--- src/rtl/adc_trig_pkg.sv ---
// ============================================================================
// Module   : adc_trig_pkg
// Purpose  : Shared state, mode and side encodings for the analog edge trigger.
// Revision : 1.0 - initial release
// ============================================================================
`default_nettype none

package adc_trig_pkg;

    typedef logic [2:0] fsm_state_t;

    localparam fsm_state_t ST_DISARMED = 3'd0;
    localparam fsm_state_t ST_PRIME    = 3'd1;
    localparam fsm_state_t ST_READY    = 3'd2;
    localparam fsm_state_t ST_QUALIFY  = 3'd3;
    localparam fsm_state_t ST_FIRE     = 3'd4;
    localparam fsm_state_t ST_HOLDOFF  = 3'd5;

    localparam logic [1:0] MODE_RISE   = 2'b00;
    localparam logic [1:0] MODE_FALL   = 2'b01;
    localparam logic [1:0] MODE_EITHER = 2'b10;
    localparam logic [1:0] MODE_OFF    = 2'b11;

    localparam logic SIDE_LOW  = 1'b0;
    localparam logic SIDE_HIGH = 1'b1;

    // Length registers treat 0 as 1 so a zero write never stalls the FSM.
    function automatic logic [7:0] eff_len(input logic [7:0] len);
        return (len == 8'd0) ? 8'd1 : len;
    endfunction

endpackage

`default_nettype wire

--- src/rtl/adc_level_classify.sv ---
// ============================================================================
// Module   : adc_level_classify
// Purpose  : Registers the ADC sample and classifies it against both thresholds.
// Revision : 1.0 - initial release
// ============================================================================
`default_nettype none

module adc_level_classify #(
    parameter int DATA_W = 10
) (
    input  logic              clk,
    input  logic              reset_n,
    input  logic [DATA_W-1:0] adc_data,
    input  logic [DATA_W-1:0] thresh_hi,
    input  logic [DATA_W-1:0] thresh_lo,
    output logic              above,
    output logic              below,
    output logic              config_err
);

    logic [DATA_W-1:0] r_d;
    logic              r_cfg_err;

    always_ff @(posedge clk or negedge reset_n) begin
        if (!reset_n) begin
            r_d       <= '0;
            r_cfg_err <= 1'b0;
        end else begin
            r_d       <= adc_data;
            r_cfg_err <= (thresh_lo > thresh_hi);
        end
    end

    // Live thresholds: a change applies to the very next registered sample.
    assign above      = (r_d >= thresh_hi);
    assign below      = (r_d <= thresh_lo);
    assign config_err = r_cfg_err;

endmodule

`default_nettype wire

--- src/rtl/adc_edge_trigger.sv ---
// ============================================================================
// Module   : adc_edge_trigger
// Purpose  : Qualified threshold-crossing trigger with pulse stretch and holdoff.
// Revision : 1.0 - initial release
// ============================================================================
`default_nettype none

module adc_edge_trigger
    import adc_trig_pkg::*;
#(
    parameter int DATA_W = 10,
    parameter int HOLD_W = 16
) (
    input  logic              clk,
    input  logic              reset_n,
    input  logic [DATA_W-1:0] adc_data,
    input  logic              arm,
    input  logic [1:0]        mode,
    input  logic [DATA_W-1:0] thresh_hi,
    input  logic [DATA_W-1:0] thresh_lo,
    input  logic [7:0]        qual_len,
    input  logic [7:0]        pulse_len,
    input  logic [HOLD_W-1:0] holdoff,
    output logic              trig_out,
    output logic              armed_o,
    output logic [15:0]       trig_count,
    output logic              config_err
);

    logic              w_above;
    logic              w_below;
    logic              w_cfg_err;

    fsm_state_t        r_state;
    fsm_state_t        w_state_nxt;
    logic              r_side;
    logic              w_side_nxt;
    logic [7:0]        r_qcnt;
    logic [7:0]        w_qcnt_nxt;
    logic [7:0]        r_pcnt;
    logic [7:0]        w_pcnt_nxt;
    logic [HOLD_W-1:0] r_hcnt;
    logic [HOLD_W-1:0] w_hcnt_nxt;
    logic [1:0]        r_mode;
    logic              r_arm;
    logic              r_trig;
    logic [15:0]       r_trig_count;

    logic              w_en;
    logic              w_mode_chg;
    logic              w_target_hit;
    logic              w_fire_entry;
    logic [7:0]        w_qual_eff;
    logic [7:0]        w_pulse_eff;
    logic [8:0]        w_qcnt_inc;
    logic [8:0]        w_pcnt_inc;
    logic [HOLD_W:0]   w_hcnt_inc;

    adc_level_classify #(
        .DATA_W (DATA_W)
    ) u_classify (
        .clk        (clk),
        .reset_n    (reset_n),
        .adc_data   (adc_data),
        .thresh_hi  (thresh_hi),
        .thresh_lo  (thresh_lo),
        .above      (w_above),
        .below      (w_below),
        .config_err (w_cfg_err)
    );

    assign w_en         = arm && (mode != MODE_OFF) && !w_cfg_err;
    assign w_mode_chg   = (r_state != ST_DISARMED) && (mode != r_mode);
    assign w_target_hit = (r_side == SIDE_LOW) ? w_above : w_below;
    assign w_qual_eff   = eff_len(qual_len);
    assign w_pulse_eff  = eff_len(pulse_len);
    assign w_qcnt_inc   = {1'b0, r_qcnt} + 9'd1;
    assign w_pcnt_inc   = {1'b0, r_pcnt} + 9'd1;
    assign w_hcnt_inc   = {1'b0, r_hcnt} + {{HOLD_W{1'b0}}, 1'b1};

    always_comb begin
        w_state_nxt = r_state;
        w_side_nxt  = r_side;
        w_qcnt_nxt  = r_qcnt;
        w_pcnt_nxt  = r_pcnt;
        w_hcnt_nxt  = r_hcnt;
        if (!w_en || w_mode_chg) begin
            w_state_nxt = w_en ? ST_PRIME : ST_DISARMED;
            w_side_nxt  = SIDE_LOW;
            w_qcnt_nxt  = '0;
            w_pcnt_nxt  = '0;
            w_hcnt_nxt  = '0;
        end else begin
            case (r_state)
                ST_DISARMED: w_state_nxt = ST_PRIME;
                ST_PRIME: begin
                    // Either mode picks low on a tie so the target becomes high.
                    if ((mode != MODE_FALL) && w_below) begin
                        w_side_nxt  = SIDE_LOW;
                        w_state_nxt = ST_READY;
                    end else if ((mode != MODE_RISE) && w_above) begin
                        w_side_nxt  = SIDE_HIGH;
                        w_state_nxt = ST_READY;
                    end
                end
                ST_READY: begin
                    if (w_target_hit) begin
                        w_qcnt_nxt  = 8'd1;
                        w_state_nxt = (w_qual_eff == 8'd1) ? ST_FIRE : ST_QUALIFY;
                    end
                end
                ST_QUALIFY: begin
                    if (!w_target_hit) begin
                        w_qcnt_nxt  = '0;
                        w_state_nxt = ST_READY;
                    end else if (w_qcnt_inc >= {1'b0, w_qual_eff}) begin
                        w_qcnt_nxt  = '0;
                        w_state_nxt = ST_FIRE;
                    end else begin
                        w_qcnt_nxt  = w_qcnt_inc[7:0];
                    end
                end
                ST_FIRE: begin
                    w_qcnt_nxt = '0;
                    if (w_pcnt_inc >= {1'b0, w_pulse_eff}) begin
                        w_pcnt_nxt  = '0;
                        w_hcnt_nxt  = '0;
                        w_state_nxt = (holdoff == '0) ? ST_PRIME : ST_HOLDOFF;
                    end else begin
                        w_pcnt_nxt  = w_pcnt_inc[7:0];
                    end
                end
                ST_HOLDOFF: begin
                    if (w_hcnt_inc >= {1'b0, holdoff}) begin
                        w_hcnt_nxt  = '0;
                        w_state_nxt = ST_PRIME;
                    end else begin
                        w_hcnt_nxt  = w_hcnt_inc[HOLD_W-1:0];
                    end
                end
                default: w_state_nxt = ST_DISARMED;
            endcase
        end
    end

    assign w_fire_entry = (w_state_nxt == ST_FIRE) && (r_state != ST_FIRE);

    always_ff @(posedge clk or negedge reset_n) begin
        if (!reset_n) begin
            r_state      <= ST_DISARMED;
            r_side       <= SIDE_LOW;
            r_qcnt       <= '0;
            r_pcnt       <= '0;
            r_hcnt       <= '0;
            r_mode       <= MODE_RISE;
            r_arm        <= 1'b0;
            r_trig       <= 1'b0;
            r_trig_count <= '0;
        end else begin
            r_state <= w_state_nxt;
            r_side  <= w_side_nxt;
            r_qcnt  <= w_qcnt_nxt;
            r_pcnt  <= w_pcnt_nxt;
            r_hcnt  <= w_hcnt_nxt;
            r_mode  <= mode;
            r_arm   <= arm;
            r_trig  <= (w_state_nxt == ST_FIRE);
            if (arm && !r_arm) begin
                r_trig_count <= '0;
            end else if (w_fire_entry && (r_trig_count != 16'hFFFF)) begin
                r_trig_count <= r_trig_count + 16'd1;
            end
        end
    end

    assign trig_out   = r_trig;
    assign armed_o    = (r_state == ST_PRIME) || (r_state == ST_READY) ||
                        (r_state == ST_QUALIFY);
    assign trig_count = r_trig_count;
    assign config_err = w_cfg_err;

endmodule

`default_nettype wire

--- config.mk ---
export PLATFORM = sky130hd
export DESIGN_NAME = adc_edge_trigger
export DESIGN_NICKNAME = d
export VERILOG_FILES = /design/src/rtl/adc_trig_pkg.sv /design/src/rtl/adc_level_classify.sv /design/src/rtl/adc_edge_trigger.sv
export SDC_FILE = /design/constraint.sdc
export NUM_CORES = 1
export LEC_CHECK = 0
export BUFFER_PORTS_ARGS = -buffer_cell sky130_fd_sc_hd__buf_2
export CAP_MARGIN = 20
export CORE_MARGIN = 1.5
export CORE_UTILIZATION = 45
export DETAILED_ROUTE_END_ITERATION = 8
export PLACE_DENSITY = 0.66
export SLEW_MARGIN = 0
export SYNTH_ARGS = -nofsm -noshare
export SYNTH_HDL_FRONTEND = slang
export SYNTH_SLANG_ARGS = --single-unit
--- constraint.sdc ---
create_clock -name clk -period 4.5 [get_ports clk]
set_input_delay 0.9 -clock clk [delete_from_list [all_inputs] [get_ports clk]]
set_output_delay 0.9 -clock clk [all_outputs]
set_load 0.1 [all_outputs]
==> flow_metrics.tcl, run 1 <==
set metrics [dict create \
    run_status "finished clean" \
    finalMaxSlewViolations 0 \
    whs_endpoint "r_qcnt[4]$_DFFE_PN0P_" \
    fin_worst_skew_ns 0.009331 \
    critPathTopFamily "simple AND/OR/NAND/NOR gates" \
    core_area_mm2 0.01098 \
    synth.mux.area_fraction 0.009711 \
    worstPathMaxFanout 12 \
    power_leakage_nw 3.125 \
    cpPeakStageDelay_ns 0.53 \
    portBuffers 85 \
    ys.warnings.count 0 \
    rr_worst_depth 16 \
    period_needed_ns 4.091 \
    initial_core_util 0.4692 \
    vias 4681 \
    clock_tree.root_cell "clkbuf_16" \
    startpoint "r_hcnt[2]$_DFFE_PN0P_" \
    cts_made_buffers 9 \
    setup_violations 0 \
    synthesis.instances 611 \
    antenna_found_initial 0 \
    layout.cells.most_common "buf_2" \
    worstPathBufferInverterCount 1 \
    hold_viol_final 0 \
    hp-start "r_qcnt[4]$_DFFE_PN0P_" \
    hp-class "reg -> reg" \
    ant_nets 0 \
    synth_flop_cell "dfrtp_1" \
    fill_cells 1029 \
    layout.nets 833 \
    grt_pass1_wl_mm 20.66 \
    yosys.area_share.xor_xnor 0.04758 \
    tightest_slew_ns 1.054 \
    maxCapViolations 0 \
    pre_cts_slack_ns 0.3305 \
    cts_buffer_depth 2 \
    syn2layout_area_growth_pct 18.09 \
    finalCritPeriodShare 0.9091 \
    post_drt_wl_per_cell_um 14.35 \
    grt_max_degree 42 \
    r2r_end "trig_count[15]$_DFFE_PN0P_" \
    synth_area_mm2 0.005154 \
    gp_congestion 0.9115 \
    drt_first_iter_violations 194 \
    die-width_um 110.0 \
    clock.fmax_mhz 244.4 \
    cp-end-kind "flip-flop" \
    dp_hpwl_mm 9.493 \
    cellPowerDensity_mw_per_mm2 269.1 \
    drive_above_1_share 0.1631 \
    routed_wl_mm 12.12 \
    peakVddDrop_mv 0.2377 \
    clk_latency_ns 0.33 \
    drc_errors 0 \
    synth-compound-area-share 0.1690 \
    cts_post_setup_buffers_inserted 0 \
    min_path_cells 2 \
    slowest_stage "or4_1" \
    synthArstFlopShare 1.000 \
    synth_cell_type_count 46 \
    die_area_mm2 0.01210 \
    ys_ff_latch 67 \
    n_antenna_cell 0 \
    fp-row-count 38 \
    relSlewSlack 0.2899 \
    syn_area_per_cell_um2 8.435 \
    arrival_ns 4.34 \
    rsz0062_at_grt "no" \
    ios 86 \
    synth_fp_nets 744 \
    cts_tree "yes" \
    yosys.area_share.adder 0.1602 \
    synth_seq_area_share 0.3253 \
    clock_sinks 67 \
    rrSetupSlack_ns 0.41 \
    clk_pin_slew_ns 0.06 \
    design_power_total_w 0.001638 \
    final_cell_mix "85 x buf_2, 67 x dfrtp_1, 66 x ha_1" \
    synth_simple_gate_area_share 0.2309 \
    overflow 0 \
    r2r-start "r_hcnt[2]$_DFFE_PN0P_" \
    path_cells "and3_1 > and3_1 > and3_2 > nand2_1 > nor2_1 > xor2_1 > ha_1 > nand4_1 > o21ai_0 > a31oi_1 > a31oi_1 > o31ai_1 > buf_4 > o21ai_2 > or4_1 > mux2i_1" \
    required_ns 4.75 \
    via_per_inst 5.540 \
    synth_edf_count 0 \
    htreeDepth 3 \
    synth_top_family_by_area "simple AND/OR/NAND/NOR gates" \
    startpoint_type "flip-flop" \
    timing.final.ws_setup_ns 0.4092 \
    die_y_um 110.0 \
    crit_type "reg -> reg" \
    grt_pass1_vias 4635 \
    fin_setup_tns_ns 0 \
    dr.pass1.iters 6 \
    track_usage 0.2152 \
]
==> per-layer routing <==
layer,wire (um),up-vias,global-route usage
met5,0,-,0
met4,163,0,0.07421
met3,490,13,0.02704
met2,5676,94,0.3629
met1,5793,2209,0.2845
li1,-,2365,-
==> cells by family after synthesis <==
| logic type | after synthesis |
|---|---|
| AOI/OAI and AO/OA | 135 |
| and+or+nand+nor | 232 |
| buffers and inverters | 78 |
| muxes | 5 |
| adders and majority gates | 66 |
| DFF | 67 |
| xor gates and xnor gates | 28 |
==> repair_timing <==
action / in CTS / in global routing
resized for setup: 0 / 1
endpoints found under the setup margin: 0 / 1
endpoints found under the hold margin: 0 / 0
hold buffers: 0 / 0
==> synth_stat cells, types with 6 or more instances <==
master,instances,area share
a21oi_1,32,0.031
a22o_1,10,0.017
and2_1,8,0.0097
and3_1,6,0.0073
clkbuf_1,11,0.0080
dfrtp_1,67,0.33
ha_1,66,0.16
inv_1,64,0.047
nand2_1,64,0.047
nand2b_1,20,0.024
nand3_1,25,0.024
nand4_1,26,0.032
nor2_1,32,0.023
nor2b_1,8,0.0097
nor3_1,11,0.011
nor4_1,8,0.0097
o21a_1,7,0.010
o21ai_0,49,0.048
o31ai_1,9,0.013
or3_1,7,0.0085
or4_1,10,0.015
xnor2_1,15,0.025
xor2_1,13,0.022
==> worst reg2reg max path: cells and delay by family (launching register included) <==
family | cells | cell delay (ns)
AND/OR/NAND/NOR | 7 | 1.82
AO/OA/AOI/OAI | 5 | 0.86
flip-flops | 1 | 0.43
adder cells (fa/ha/maj) | 1 | 0.28
XOR/XNOR | 1 | 0.22
buffers and inverters | 1 | 0.21
multiplexers | 1 | 0.19
==> worst max-delay path by stage <==
stage	endpoint	slack, ns	cells after the start
CTS	trig_count[15]$_DFFE_PN0P_	0.36	16
floorplan	trig_count[11]$_DFFE_PN0P_	0.70	17
detailed placement	trig_count[3]$_DFFE_PN0P_	0.33	13
global route	trig_count[15]$_DFFE_PN0P_	0.05	16
finish	trig_count[15]$_DFFE_PN0P_	0.41	16
global placement	trig_count[3]$_DFFE_PN0P_	0.43	13
==> flip-flops by register name, indices dropped and copies added (netlist names), 2 cells and up <==
signal,cells
r_hcnt,16
r_mode,2
r_pcnt,8
r_qcnt,8
r_state,3
trig_count,16
u_classify.r_d,10
==> per-stage QoR <==
step	utilization	hold WS (ns)	area [um2]	std cells
global placement	0.5234	0.4953	5748	829
finish	0.5541	0.5093	6086	845
CTS	0.5540	0.5095	6085	845
floorplan	-	0.4737	5154	611
global route	0.5541	0.5564	6086	845
detailed placement	0.5234	0.4980	5748	829
==> area by class of cell <==
cell class,count,area (um2),area share
Tap cell,140,175.2,0.02878
Multi-Input combinational cell,466,3183,0.5230
Clock buffer,11,252.7,0.04153
Sequential cell,67,1677,0.2755
Clock inverter,5,83.83,0.01377
Inverter,65,244.0,0.04009
Timing Repair Buffer,91,470.5,0.07730
==> power by group <==
part           switching [W]  total, W  internal, W
Combinational       0.000151  0.000238    0.0000863
Sequential        0.00000782  0.000620     0.000612
Clock               0.000263  0.000780     0.000517
Total               0.000422   0.00164      0.00122
Power figures use the tool's default switching activity.
==> run 2, diff against run 1 <==
==> constraint.sdc (replaced) <==
create_clock -name clk -period 4 [get_ports clk]
set_input_delay 0.8 -clock clk [delete_from_list [all_inputs] [get_ports clk]]
set_output_delay 0.8 -clock clk [all_outputs]
set_load 0.1 [all_outputs]
==> run 2 against run 1 <==
Non-clock buffer count grew 8. Global-route usage rose by 0.54 points. Clock power down 2.8%. Critical path type unchanged. Highest routed layer unchanged.
==> flow_metrics.tcl, run 2 (synthesized netlist as in run 1, its figures left out) <==
set metrics [dict create \
    run_status "finished clean" \
    die-width_um 110.0 \
    cts_tree "yes" \
    timing.final.ws_setup_ns 0.3200 \
    clock_tree.root_cell "clkbuf_16" \
    ant_nets 0 \
    cts_made_buffers 9 \
    required_ns 4.21 \
    htreeDepth 3 \
    clock_sinks 67 \
    fin_worst_skew_ns 0.01010 \
    fin_setup_tns_ns 0 \
    rrSetupSlack_ns 0.32 \
    peakVddDrop_mv 0.2290 \
    via_per_inst 5.504 \
    dp_hpwl_mm 9.645 \
    crit_cells 16 \
    relSlewSlack 0.3532 \
    fill_cells 998 \
    dr.pass1.iters 6 \
    grt_pass1_wl_mm 20.96 \
    layout.nets 841 \
    cts_buffer_depth 2 \
    die_y_um 110.0 \
    critical_path.endpoint "trig_count[15]$_DFFE_PN0P_" \
    path_cells "and3_1 > and3_1 > and3_1 > nand2_1 > nor2_1 > xor2_1 > ha_1 > nand4_1 > o21ai_0 > a31oi_1 > a31oi_1 > o31ai_1 > buf_4 > o21ai_2 > or4_1 > mux2i_1" \
    ios 86 \
    drt_first_iter_violations 144 \
    gp_congestion 0.8723 \
    arrival_ns 3.89 \
    cpPeakStageDelay_ns 0.52 \
    power_leakage_nw 3.150 \
    die_area_mm2 0.01210 \
    antenna_found_initial 0 \
    cp-end-kind "flip-flop" \
    clk_pin_slew_ns 0.06 \
    cellPowerDensity_mw_per_mm2 282.7 \
    overflow 0 \
    setup_violations 0 \
    grt_pass1_vias 4671 \
    placed_area_mm2 0.005806 \
    period_needed_ns 3.680 \
    pre_cts_slack_ns 0.1772 \
    syn2layout_area_growth_pct 18.52 \
    grt_max_degree 42 \
    design_area_mm2 0.006108 \
    portBuffers 85 \
    initial_core_util 0.4692 \
    routed_wl_mm 12.33 \
    startpoint_type "flip-flop" \
    drc_errors 0 \
    layout.cells.most_common "buf_2" \
    fp-row-count 38 \
    track_usage 0.2206 \
    worstPathMaxFanout 6 \
    finalCritPeriodShare 0.9200 \
    post_drt_wl_per_cell_um 14.48 \
    finalMaxSlewViolations 0 \
    ctsHoldBuffers 0 \
    r2r_end "trig_count[15]$_DFFE_PN0P_" \
    r2r-start "r_hcnt[2]$_DFFE_PN0P_" \
    clock.fmax_mhz 271.7 \
    crit_type "reg -> reg" \
    startpoint "r_hcnt[2]$_DFFE_PN0P_" \
    hp-class "in -> async" \
    critPathMostFrequentCell "and3_1" \
    tightest_slew_ns 0.9620 \
    fin_cells 852 \
    vias 4689 \
    timing.hold.ws_ns 0.4860 \
    final_cell_mix "86 x buf_2, 66 x ha_1, 65 x dfrtp_1" \
    critPathTopFamily "simple AND/OR/NAND/NOR gates" \
    drive_above_1_share 0.1713 \
    hold_viol_final 0 \
    n_antenna_cell 0 \
    rr_worst_depth 16 \
    slowest_stage "or4_1" \
    maxCapViolations 0 \
    worstPathBufferInverterCount 1 \
    clk_latency_ns 0.34 \
    core_area_mm2 0.01098 \
    rsz0062_at_grt "no" \
    dpl.cell_count 835 \
]
==> run 2: changes by cell type in the layout (fill, tap and decap cells not counted), sizes merged <==
cell,before,now
bufinv,2,1
clkinv,1,2
buf,91,99
clkinvlp,2,1
clkbuf,11,12
inv,65,64
==> run 2: worst min path at each step <==
stage,to,slack (ns),cells after the start
floorplan,r_qcnt[4]$_DFFE_PN0P_,0.47,2
global placement,r_qcnt[4]$_DFFE_PN0P_,0.49,2
detailed placement,r_qcnt[7]$_DFFE_PN0P_,0.50,2
CTS,trig_count[6]$_DFFE_PN0P_,0.51,1
global route,trig_count[6]$_DFFE_PN0P_,0.54,1
finish,trig_count[6]$_DFFE_PN0P_,0.49,1
==> run 2: final cells by class <==
type                    count  area, um2  share of cell area
multi-input cells         466       3189              0.5221
flip-flops and latches     67       1679              0.2749
repair buffers             99      540.5             0.08849
inverters                  65      247.7             0.04056
clock buffers              12      236.5             0.03871
well taps                 140      175.2             0.02868
clock inverters             3      40.04            0.006555
==> run 2: layer usage <==
layer  up-vias  global-route usage  share of wire
met2        90              0.3678           0.47
met1      2200              0.2850           0.48
met4         0             0.06865          0.014
met5         -                   0              0
met3        21             0.04938          0.037
li1       2378                   -              -
==> run 2: timing repair <==
action | 4_1_cts | 5_1_grt
buffers inserted | 0 | 1
endpoints found under the hold margin | 0 | 0
endpoints found under the setup margin | 0 | 16
gates resized for setup | 0 | 4
==> run 2: through the flow <==
stage | util | total power (W)
6_report | 0.5562 | 0.001727
3_3_place_gp | 0.5286 | 0.0009711
2_1_floorplan | - | 0.0008759
5_1_grt | 0.5562 | 0.001807
3_5_place_dp | 0.5286 | 0.0009808
4_1_cts | 0.5538 | 0.001745
==> run 2: report_power, final <==
part	switching, W	leakage (nW)	internal, W
clock	0.000281	0.136	0.000477
sequential	0.00000866	0.900	0.000689
combinational	0.000172	2.11	0.000100
